===== src/rtl/gecko_decode_scoreboard.sv =====
// gecko_decode_scoreboard: per-register pending-write scoreboard for the decode stage.
// Tracks in-flight writes with saturating counters, holds the execute-forwarding
// register and produces per-operand readiness plus a single issue-ready signal.
// Optional feature macro: GECKO_SCOREBOARD_FORWARD_EN (lets exec_saved satisfy readiness).
module gecko_decode_scoreboard #(
  parameter int unsigned NUM_REGS      = 32,
  parameter int unsigned COUNTER_WIDTH = 2,
  parameter int unsigned NUM_WB_PORTS  = 2,
  parameter int unsigned ADDR_WIDTH    = $clog2(NUM_REGS)
) (
  input  logic                                 clk,
  input  logic                                 rst,
  input  logic                                 issue_valid,
  output logic                                 issue_ready,
  input  logic [ADDR_WIDTH-1:0]                issue_rs1,
  input  logic [ADDR_WIDTH-1:0]                issue_rs2,
  input  logic [ADDR_WIDTH-1:0]                issue_rd,
  input  logic                                 issue_rs1_used,
  input  logic                                 issue_rs2_used,
  input  logic                                 issue_rd_used,
  input  logic                                 issue_exec_result,
  output logic                                 rs1_valid,
  output logic                                 rs2_valid,
  output logic                                 rd_valid,
  input  logic [NUM_WB_PORTS-1:0]              wb_valid,
  input  logic [NUM_WB_PORTS*ADDR_WIDTH-1:0]   wb_addr,
  input  logic                                 flush_exec_saved,
  output logic [ADDR_WIDTH-1:0]                exec_saved,
  output logic                                 busy,
  output logic                                 error
);

`ifdef GECKO_SCOREBOARD_FORWARD_EN
  localparam bit FwdEn = 1'b1;
`else
  localparam bit FwdEn = 1'b0;
`endif

  // Counter array covers the full address space; slot 0 and slots past NUM_REGS stay 0.
  localparam int unsigned NumSlots = 2 ** ADDR_WIDTH;
  localparam logic [COUNTER_WIDTH-1:0] CntMax = '1;

  logic [COUNTER_WIDTH-1:0] r_counter   [NumSlots];
  logic [COUNTER_WIDTH-1:0] w_counter_d [NumSlots];
  logic [ADDR_WIDTH-1:0]    r_exec_saved, w_exec_saved_d;
  logic                     r_error, w_error_d;

  logic                     w_fire;
  logic                     w_inc;
  logic [COUNTER_WIDTH+1:0] w_dec;
  logic [COUNTER_WIDTH+1:0] w_sum;

  // Operand readiness from registered state only; no bypass from writeback.
  always_comb begin
    rs1_valid = !issue_rs1_used || (issue_rs1 == '0) || (r_counter[issue_rs1] == '0) ||
                (FwdEn && (issue_rs1 == r_exec_saved) && (r_exec_saved != '0));
    rs2_valid = !issue_rs2_used || (issue_rs2 == '0) || (r_counter[issue_rs2] == '0) ||
                (FwdEn && (issue_rs2 == r_exec_saved) && (r_exec_saved != '0));
    rd_valid  = !issue_rd_used || (issue_rd == '0) || (r_counter[issue_rd] != CntMax);
    issue_ready = rs1_valid && rs2_valid && rd_valid;
    w_fire      = issue_valid && issue_ready;
  end

  // Counter next-state: add issue, subtract each matching writeback port, then saturate.
  // The sum is kept two bits wider so its MSB flags an underflow.
  always_comb begin
    w_error_d = r_error;
    w_inc     = 1'b0;
    w_dec     = '0;
    w_sum     = '0;
    for (int unsigned r = 0; r < NumSlots; r++) begin
      w_counter_d[r] = '0;
      if (r != 0 && r < NUM_REGS) begin
        w_inc = w_fire && issue_rd_used && (issue_rd == ADDR_WIDTH'(r));
        w_dec = '0;
        for (int unsigned p = 0; p < NUM_WB_PORTS; p++) begin
          if (wb_valid[p] && (wb_addr[p*ADDR_WIDTH +: ADDR_WIDTH] == ADDR_WIDTH'(r))) begin
            w_dec = w_dec + (COUNTER_WIDTH+2)'(1);
          end
        end
        w_sum = {2'b00, r_counter[r]} + (COUNTER_WIDTH+2)'(w_inc) - w_dec;
        if (w_sum[COUNTER_WIDTH+1]) begin
          w_counter_d[r] = '0;
          w_error_d      = 1'b1;
        end else if (w_sum[COUNTER_WIDTH]) begin
          w_counter_d[r] = CntMax;
          w_error_d      = 1'b1;
        end else begin
          w_counter_d[r] = w_sum[COUNTER_WIDTH-1:0];
        end
      end
    end
  end

  // Forwarding register: flush wins, ALU result captures rd, a load/CSR to it supersedes it.
  always_comb begin
    w_exec_saved_d = r_exec_saved;
    if (flush_exec_saved) begin
      w_exec_saved_d = '0;
    end else if (w_fire && issue_rd_used && issue_exec_result) begin
      w_exec_saved_d = issue_rd;
    end else if (w_fire && issue_rd_used && !issue_exec_result &&
                 (issue_rd == r_exec_saved)) begin
      w_exec_saved_d = '0;
    end
  end

  // State registers with asynchronous active-low reset.
  always_ff @(posedge clk or negedge rst) begin
    if (!rst) begin
      for (int unsigned r = 0; r < NumSlots; r++) begin
        r_counter[r] <= '0;
      end
      r_exec_saved <= '0;
      r_error      <= 1'b0;
    end else begin
      for (int unsigned r = 0; r < NumSlots; r++) begin
        r_counter[r] <= w_counter_d[r];
      end
      r_exec_saved <= w_exec_saved_d;
      r_error      <= w_error_d;
    end
  end

  // Status outputs derived from registered state.
  always_comb begin
    busy = 1'b0;
    for (int unsigned r = 0; r < NumSlots; r++) begin
      busy = busy || (r_counter[r] != '0);
    end
    exec_saved = r_exec_saved;
    error      = r_error;
  end

endmodule

===== config.mk =====
export PLATFORM = sky130hd
export DESIGN_NAME = gecko_decode_scoreboard
export DESIGN_NICKNAME = d
export VERILOG_FILES = /design/src/rtl/gecko_decode_scoreboard.sv
export SDC_FILE = /design/constraint.sdc
export NUM_CORES = 1
export LEC_CHECK = 0
export CAP_MARGIN = 30
export CORE_MARGIN = 2
export CORE_UTILIZATION = 30
export CTS_CLUSTER_SIZE = 30
export DETAILED_ROUTE_END_ITERATION = 10
export GPL_TIMING_DRIVEN = 0
export HOLD_SLACK_MARGIN = 0.15
export SETUP_SLACK_MARGIN = 0.2
export SYNTH_ARGS = -nofsm -noshare
export SYNTH_HDL_FRONTEND = slang
export SYNTH_SLANG_ARGS = --single-unit

===== constraint.sdc =====
create_clock -name clk -period 5.8 [get_ports clk]
set_input_delay 1.16 -clock clk [delete_from_list [all_inputs] [get_ports clk]]
set_output_delay 1.16 -clock clk [all_outputs]
set_load 0.005 [all_outputs]

==> flow_summary.json, run 1 <==
{
  "dpl_cell_area_um2": 9600,
  "cp.arrival_ns": 5.64,
  "min_period_over_period_pct": 94.1,
  "crit_path_start_kind": "input pin",
  "initial_core_util_pct": 30.3,
  "antennaDiodeCount": 0,
  "worst-path-max-fanout": 10,
  "vias_per_cell": 5.16,
  "clock-sinks": 68,
  "syn_area_um2": 8690,
  "fin_nets": 1322,
  "tightest_slew_ns": 0.832,
  "final_layout_size_suffix_gt1_share_pct": 10.8,
  "ys_seq_area_share_pct": 19.6,
  "met3WireLength_mm": 2.06,
  "fin_crit_ns": 5.46,
  "stdcell_area_um2": 10400,
  "slew_viol_final": 0,
  "dieArea_um2": 30300,
  "yosysTopAreaCellShare_pct": 19.6,
  "synth_top_family_by_area": "adder cells",
  "fmax_ghz": 0.183,
  "utilization_pct": 36.2,
  "cellPowerDensity_nw_per_um2": 274,
  "port_buffers": 41,
  "syn2layout_area_growth_pct": 19.3,
  "synth_ff_type": "dfrtp_1",
  "synth_edf_count": 0,
  "drt_iter0_drc": 740,
  "setup_viol": 0,
  "ys_ff_latch": 68,
  "top_layer_used": "met4",
  "clockBufferDepth": 2,
  "cts_root_buf": "clkbuf_16",
  "fin_worst_skew_ns": 0.00938,
  "crit_path_end_kind": "flip-flop",
  "status": "finished clean",
  "wl_met2_mm": 12.3,
  "core_um2": 28600,
  "async_flop_share_pct": 100,
  "grt_max_degree": 38,
  "required_ns": 5.98,
  "dpl.hpwl_mm": 22.2,
  "drc": 0,
  "cts_tree": "built",
  "vias": 7695,
  "syn_nets": 1249,
  "synth_compound_area_share_pct": 9.74,
  "wl_met1_mm": 12.4,
  "antenna_found_initial": 0,
  "synth-simple-area-share_pct": 18.5,
  "die_h_um": 174,
  "synth_warnings": 0,
  "routedWlPerCell_um": 18.4,
  "yosysUniqueCellTypes": 60,
  "synthAdderAreaFrac_pct": 32.2,
  "grt_pass1_wl_mm": 42.7,
  "cts_max_level": 3,
  "synth_area_leaders": "dfrtp_1, ha_1, fa_1",
  "cap_violations": 0,
  "postRouteAntennaNets": 0,
  "netlist_instances": 1028,
  "first_pass_iters": 5,
  "synth-xor-area-share_pct": 3.33,
  "postSynthAreaPerCell_um2": 8.45,
  "regToRegSetupSlack_ns": 0.80,
  "insertion_delay_ns": 0.36,
  "grt_use_total_pct": 18.5,
  "rsz0062_at_grt": "false",
  "cts_buffers": 9,
  "clk_pin_slew_worst_paths_ns": 0.07,
  "rows": 62,
  "grt_pass1_vias": 7577,
  "total_power_uw": 2840,
  "synth_area_leader_cell": "dfrtp_1",
  "grt_overflow": 0,
  "ir_drop_mv": 0.157,
  "holdCritPathClass": "reg -> reg",
  "postRouteWirelength_mm": 27.4,
  "max_slew_margin_pct": 44.5,
  "die_w_um": 174,
  "setup.worst_path.class": "in -> reg",
  "synthMuxAreaShare_pct": 5.68,
  "ioPinCount": 46,
  "setup_tns_ns": 0,
  "cellLeakagePower_uw": 0.00432,
  "hold_viol_final": 0,
  "gp_congestion": 1.05
}
==> synth_stat cells (all sizes together) (3+ instances only) <==
library cell,n
mux4,18
xor2,30
fa,62
nand2b,9
a31oi,36
nor2,166
clkbuf,6
nor2b,13
o22ai,4
nand2,44
or2,4
nor4,15
o2111ai,6
a221oi,11
xnor2,3
a211oi,5
and2,5
a21oi,37
mux2,5
ha,124
nand4,12
nor3,17
inv,217
a32o,5
or4,5
buf,20
nand3,50
dfrtp,68
o21ai,6
==> sequential cells by signal, summed over array words and instances (netlist names) <==
signal / cells
error: 1
r_counter: 62
exec_saved: 5
==> per-stage QoR <==
stage / cells / hold slack [ns] / worst slack [ns]
after floorplan: 1028 / 0.528 / 0.585
after global placement: 1453 / 0.529 / -1.16
after detailed placement: 1454 / 0.533 / -1.14
after CTS: 1480 / 0.548 / 0.200
after global routing: 1490 / 0.569 / 0.169
final: 1490 / 0.542 / 0.344
==> final timing paths <==
| path | start | cells after the start | endpoint |
|---|---|---|---|
| max reg2reg | r_counter[31] | 21 | error |
| min reg2reg | exec_saved[0] | 1 | exec_saved[0] |
| max | issue_rs2[1] | 23 | error |
| min | exec_saved[0] | 1 | exec_saved[0] |
| max in group asynchronous | rst | 2 | r_counter[17] |
| min in group asynchronous | rst | 1 | r_counter[50] |
==> area by class of cell <==
class / count / area (µm²)
buffer: 26 / 204
clock buffer: 9 / 225
clock inverter: 7 / 75.1
fill: 2896 / 18300
inverter: 217 / 815
multi-input combinational: 717 / 6280
sequential: 68 / 1700
tap: 384 / 480
timing repair buffer: 62 / 583
==> placed cells by master (no fill, tap or decap), drive strengths merged, types with 2 or more instances in the layout <==
| cell | count |
|---|---|
| mux4 | 18 |
| xor2 | 30 |
| a32oi | 2 |
| mux2i | 2 |
| dlygate4sd2 | 3 |
| nor4 | 15 |
| inv | 219 |
| o2111ai | 6 |
| a32o | 5 |
| dlymetal6s2s | 2 |
| clkinvlp | 3 |
| a221oi | 11 |
| clkdlybuf4s50 | 31 |
| and3 | 2 |
| nor2b | 13 |
| nor3 | 17 |
| nand4 | 12 |
| nor2 | 166 |
| or3b | 2 |
| a211oi | 5 |
| nand2 | 44 |
| or4 | 5 |
| ha | 124 |
| a21oi | 37 |
| o21ai | 6 |
| o22ai | 4 |
| xnor2 | 3 |
| or2 | 4 |
| buf | 42 |
| fa | 62 |
| and2 | 5 |
| o311ai | 2 |
| dfrtp | 68 |
| nand2b | 9 |
| a31oi | 36 |
| mux2 | 5 |
| nand3 | 50 |
| clkbuf | 19 |
==> power breakdown <==
| part | internal, µW | switching [µW] |
|---|---|---|
| Sequential | 636 | 247 |
| Combinational | 582 | 785 |
| Clock | 336 | 254 |
==> routing by layer <==
metal,GRT usage (%),vias up
li1,-,3576
met1,25.6,3770
met2,29.0,297
met3,3.89,52
met4,5.85,0
met5,0,-
==> worst max-delay path, cell delays in order <==
cell and delay, ns:
dlygate4sd2_1 0.28, buf_6 0.16, nor3_1 0.14, a21oi_1 0.09
a211o_1 0.31, a211oi_2 0.27, o21ai_2 0.13, nor3_4 0.23
buf_12 0.15, buf_4 0.11, buf_8 0.13, nand3_1 0.12
ha_1 0.31, inv_1 0.06, ha_1 0.16, inv_1 0.06
fa_1 0.37, xor2_1 0.20, or4_4 0.44, nor4_4 0.19
nand4_1 0.15, nor4_1 0.22, nand4_1 0.18
==> cell families (layout without fill, tap and decap cells) <==
logic type,after synthesis,in the layout
AOI/OAI and AO/OA,124,124
xor gates and xnor gates,33,33
adders and majority gates,186,186
buffers and inverters,243,321
DFF,68,68
muxes,25,25
and+or+nand+nor,349,349
==> timing repair <==
item                                    4_1_cts  5_1_grt
endpoints found under the setup margin        1        1
resized for setup                            33       56
pin swaps                                    11       19
buffers inserted                             10       10
hold buffers                                  0        0
Note: power is estimated with default switching activity, not from simulation.
==> run 2, diff against run 1 <==
- DONT_BUFFER_PORTS: unset -> 1
==> flow_summary.json, run 2 (synthesis gave the netlist of run 1 again) <==
{
  "final_layout_size_suffix_gt1_share_pct": 10.2,
  "core_um2": 28600,
  "syn2layout_area_growth_pct": 13.9,
  "routedWlPerCell_um": 18.9,
  "cpPeakStageDelay_ns": 0.50,
  "dpl.hpwl_mm": 21.8,
  "grt_use_total_pct": 18.4,
  "vias_per_cell": 5.22,
  "nFillCells": 2926,
  "rsz0062_at_grt": "false",
  "critPathBufInv": 7,
  "slew_viol_final": 0,
  "cts_root_buf": "clkbuf_16",
  "ir_drop_mv": 0.158,
  "required_ns": 5.96,
  "first_pass_iters": 6,
  "max_slew_margin_pct": 32.7,
  "seqCellArea_um2": 1700,
  "postRouteAntennaNets": 0,
  "clk_pin_slew_worst_paths_ns": 0.06,
  "cts_tree": "built",
  "rows": 62,
  "die_w_um": 174,
  "final_common_cell": "inv_1",
  "gp_congestion": 1.05,
  "multi_input_area_um2": 6290,
  "status": "finished clean",
  "setup_viol": 0,
  "layout_common_cells": "inv_1, nor2_1, ha_1",
  "dieArea_um2": 30300,
  "fmax_ghz": 0.182,
  "regMostFlops": "r_counter",
  "setup_tns_ns": 0,
  "drt_iter0_drc": 791,
  "critical_path.cell_chain": "buf_12, mux4_2, o22ai_2, o22ai_2, a32oi_4, o21ai_2, nor3_4, buf_6, buf_8, buf_6, nand3_4, ha_4, inv_1, ha_1, inv_1, fa_2, xor2_1, inv_1, nand4_1, nor4_4, nand4_1, nor4_1, nand4_1",
  "hold_viol_final": 0,
  "grt_pass1_wl_mm": 42.1,
  "grt_overflow": 0,
  "crit_family": "simple AND/OR/NAND/NOR gates",
  "clock-sinks": 68,
  "port_buffers": 0,
  "antenna_found_initial": 1,
  "cellPowerDensity_nw_per_um2": 276,
  "tightest_slew_ns": 1.00,
  "cts_max_level": 3,
  "fin_nets": 1277,
  "fin_worst_skew_ns": 0.00714,
  "vias": 7551,
  "crit_path_start_kind": "input pin",
  "critPathSlowestCell": "mux4_2",
  "cts_buffers": 9,
  "min_period_over_period_pct": 94.8,
  "cellLeakagePower_uw": 0.00408,
  "drc": 0,
  "largest_reg_flops": 62,
  "worst-path-max-fanout": 5,
  "cp.arrival_ns": 5.66,
  "die_h_um": 174,
  "cap_violations": 0,
  "clockBufferDepth": 2,
  "fin_crit_ns": 5.50,
  "grt_pass1_vias": 7547,
  "total_power_uw": 2730,
  "postRouteWirelength_mm": 27.3,
  "insertion_delay_ns": 0.35,
  "grt_max_degree": 69,
  "setup.worst_path.class": "in -> reg",
  "initial_core_util_pct": 30.3,
  "crit_path_end_kind": "flip-flop",
  "holdCritPathClass": "in -> async",
  "ioPinCount": 46
}
## run 2: cell type report
cell class                 instances  area share, %
multi-input combinational        717           63.6
sequential                        68           17.2
timing repair buffer              17           1.44
inverter                         217           8.23
clock inverter                     2          0.101
buffer                            26           1.95
tap                              384           4.86
antenna                            1         0.0253
clock buffer                      14           2.57
## run 2: power by group
part	total (µW)	switching, µW	internal (µW)	leakage, µW
registers	878	241	637	0.000666
clock network	524	223	301	0.000131
logic	1330	760	571	0.00328
## run 2: timing repair
| item | 4_1_cts | 5_1_grt |
|---|---|---|
| endpoints found under the hold margin | 0 | 0 |
| hold buffers | 0 | 0 |
| setup endpoints to repair | 1 | 1 |
| pin swaps | 13 | 16 |
| resized for setup | 35 | 30 |
| buffers inserted | 14 | 3 |
## run 2: worst reg2reg max path: stages (launching register included)
cell,delay (ns)
dfrtp_1,0.49
mux4_1,0.58
a22oi_2,0.17
nand3_1,0.15
a32oi_4,0.28
o21ai_2,0.13
nor3_4,0.34
buf_6,0.18
buf_8,0.12
buf_6,0.13
nand3_4,0.08
ha_4,0.27
inv_1,0.05
ha_1,0.16
inv_1,0.07
fa_2,0.34
xor2_1,0.18
inv_1,0.09
nand4_1,0.24
nor4_4,0.33
nand4_1,0.17
nor4_1,0.20
nand4_1,0.21
## run 2: path summary, 6_finish.rpt
kind | start | end | slack, ns | cells after the start
worst max-delay path | issue_rd[1] | error | 0.30 | 23
worst min-delay path | rst | r_counter[56] | 0.51 | 0
worst max register to register | r_counter[31] | error | 0.68 | 22
worst min register to register | exec_saved[4] | exec_saved[4] | 0.56 | 1
max in group asynchronous | rst | r_counter[0] | 5.13 | 0
min in group clk | exec_saved[4] | exec_saved[4] | 0.56 | 1
## run 2: stage by stage
step                hold slack (ns)  setup WS (ns)  cells  util, %  area (µm²)
finish                        0.511          0.299   1446     34.6        9890
detailed placement            0.553         -0.714   1412     32.0        9170
CTS                           0.498          0.202   1442     33.9        9700
floorplan                     0.528          0.585   1028        -        8690
global route                  0.503          0.180   1445     34.5        9890
global placement              0.546         -0.713   1412     32.0        9170
## run 2: per-layer routing
| metal | vias to the layer above | part of all wire (%) | track usage [%] |
|---|---|---|---|
| met2 | 275 | 44 | 28.9 |
| met3 | 72 | 10 | 6.47 |
| met4 | 0 | 4.0 | 7.60 |
| met1 | 3704 | 42 | 23.2 |
| li1 | 3500 | - | - |
| met5 | - | 0 | 0 |
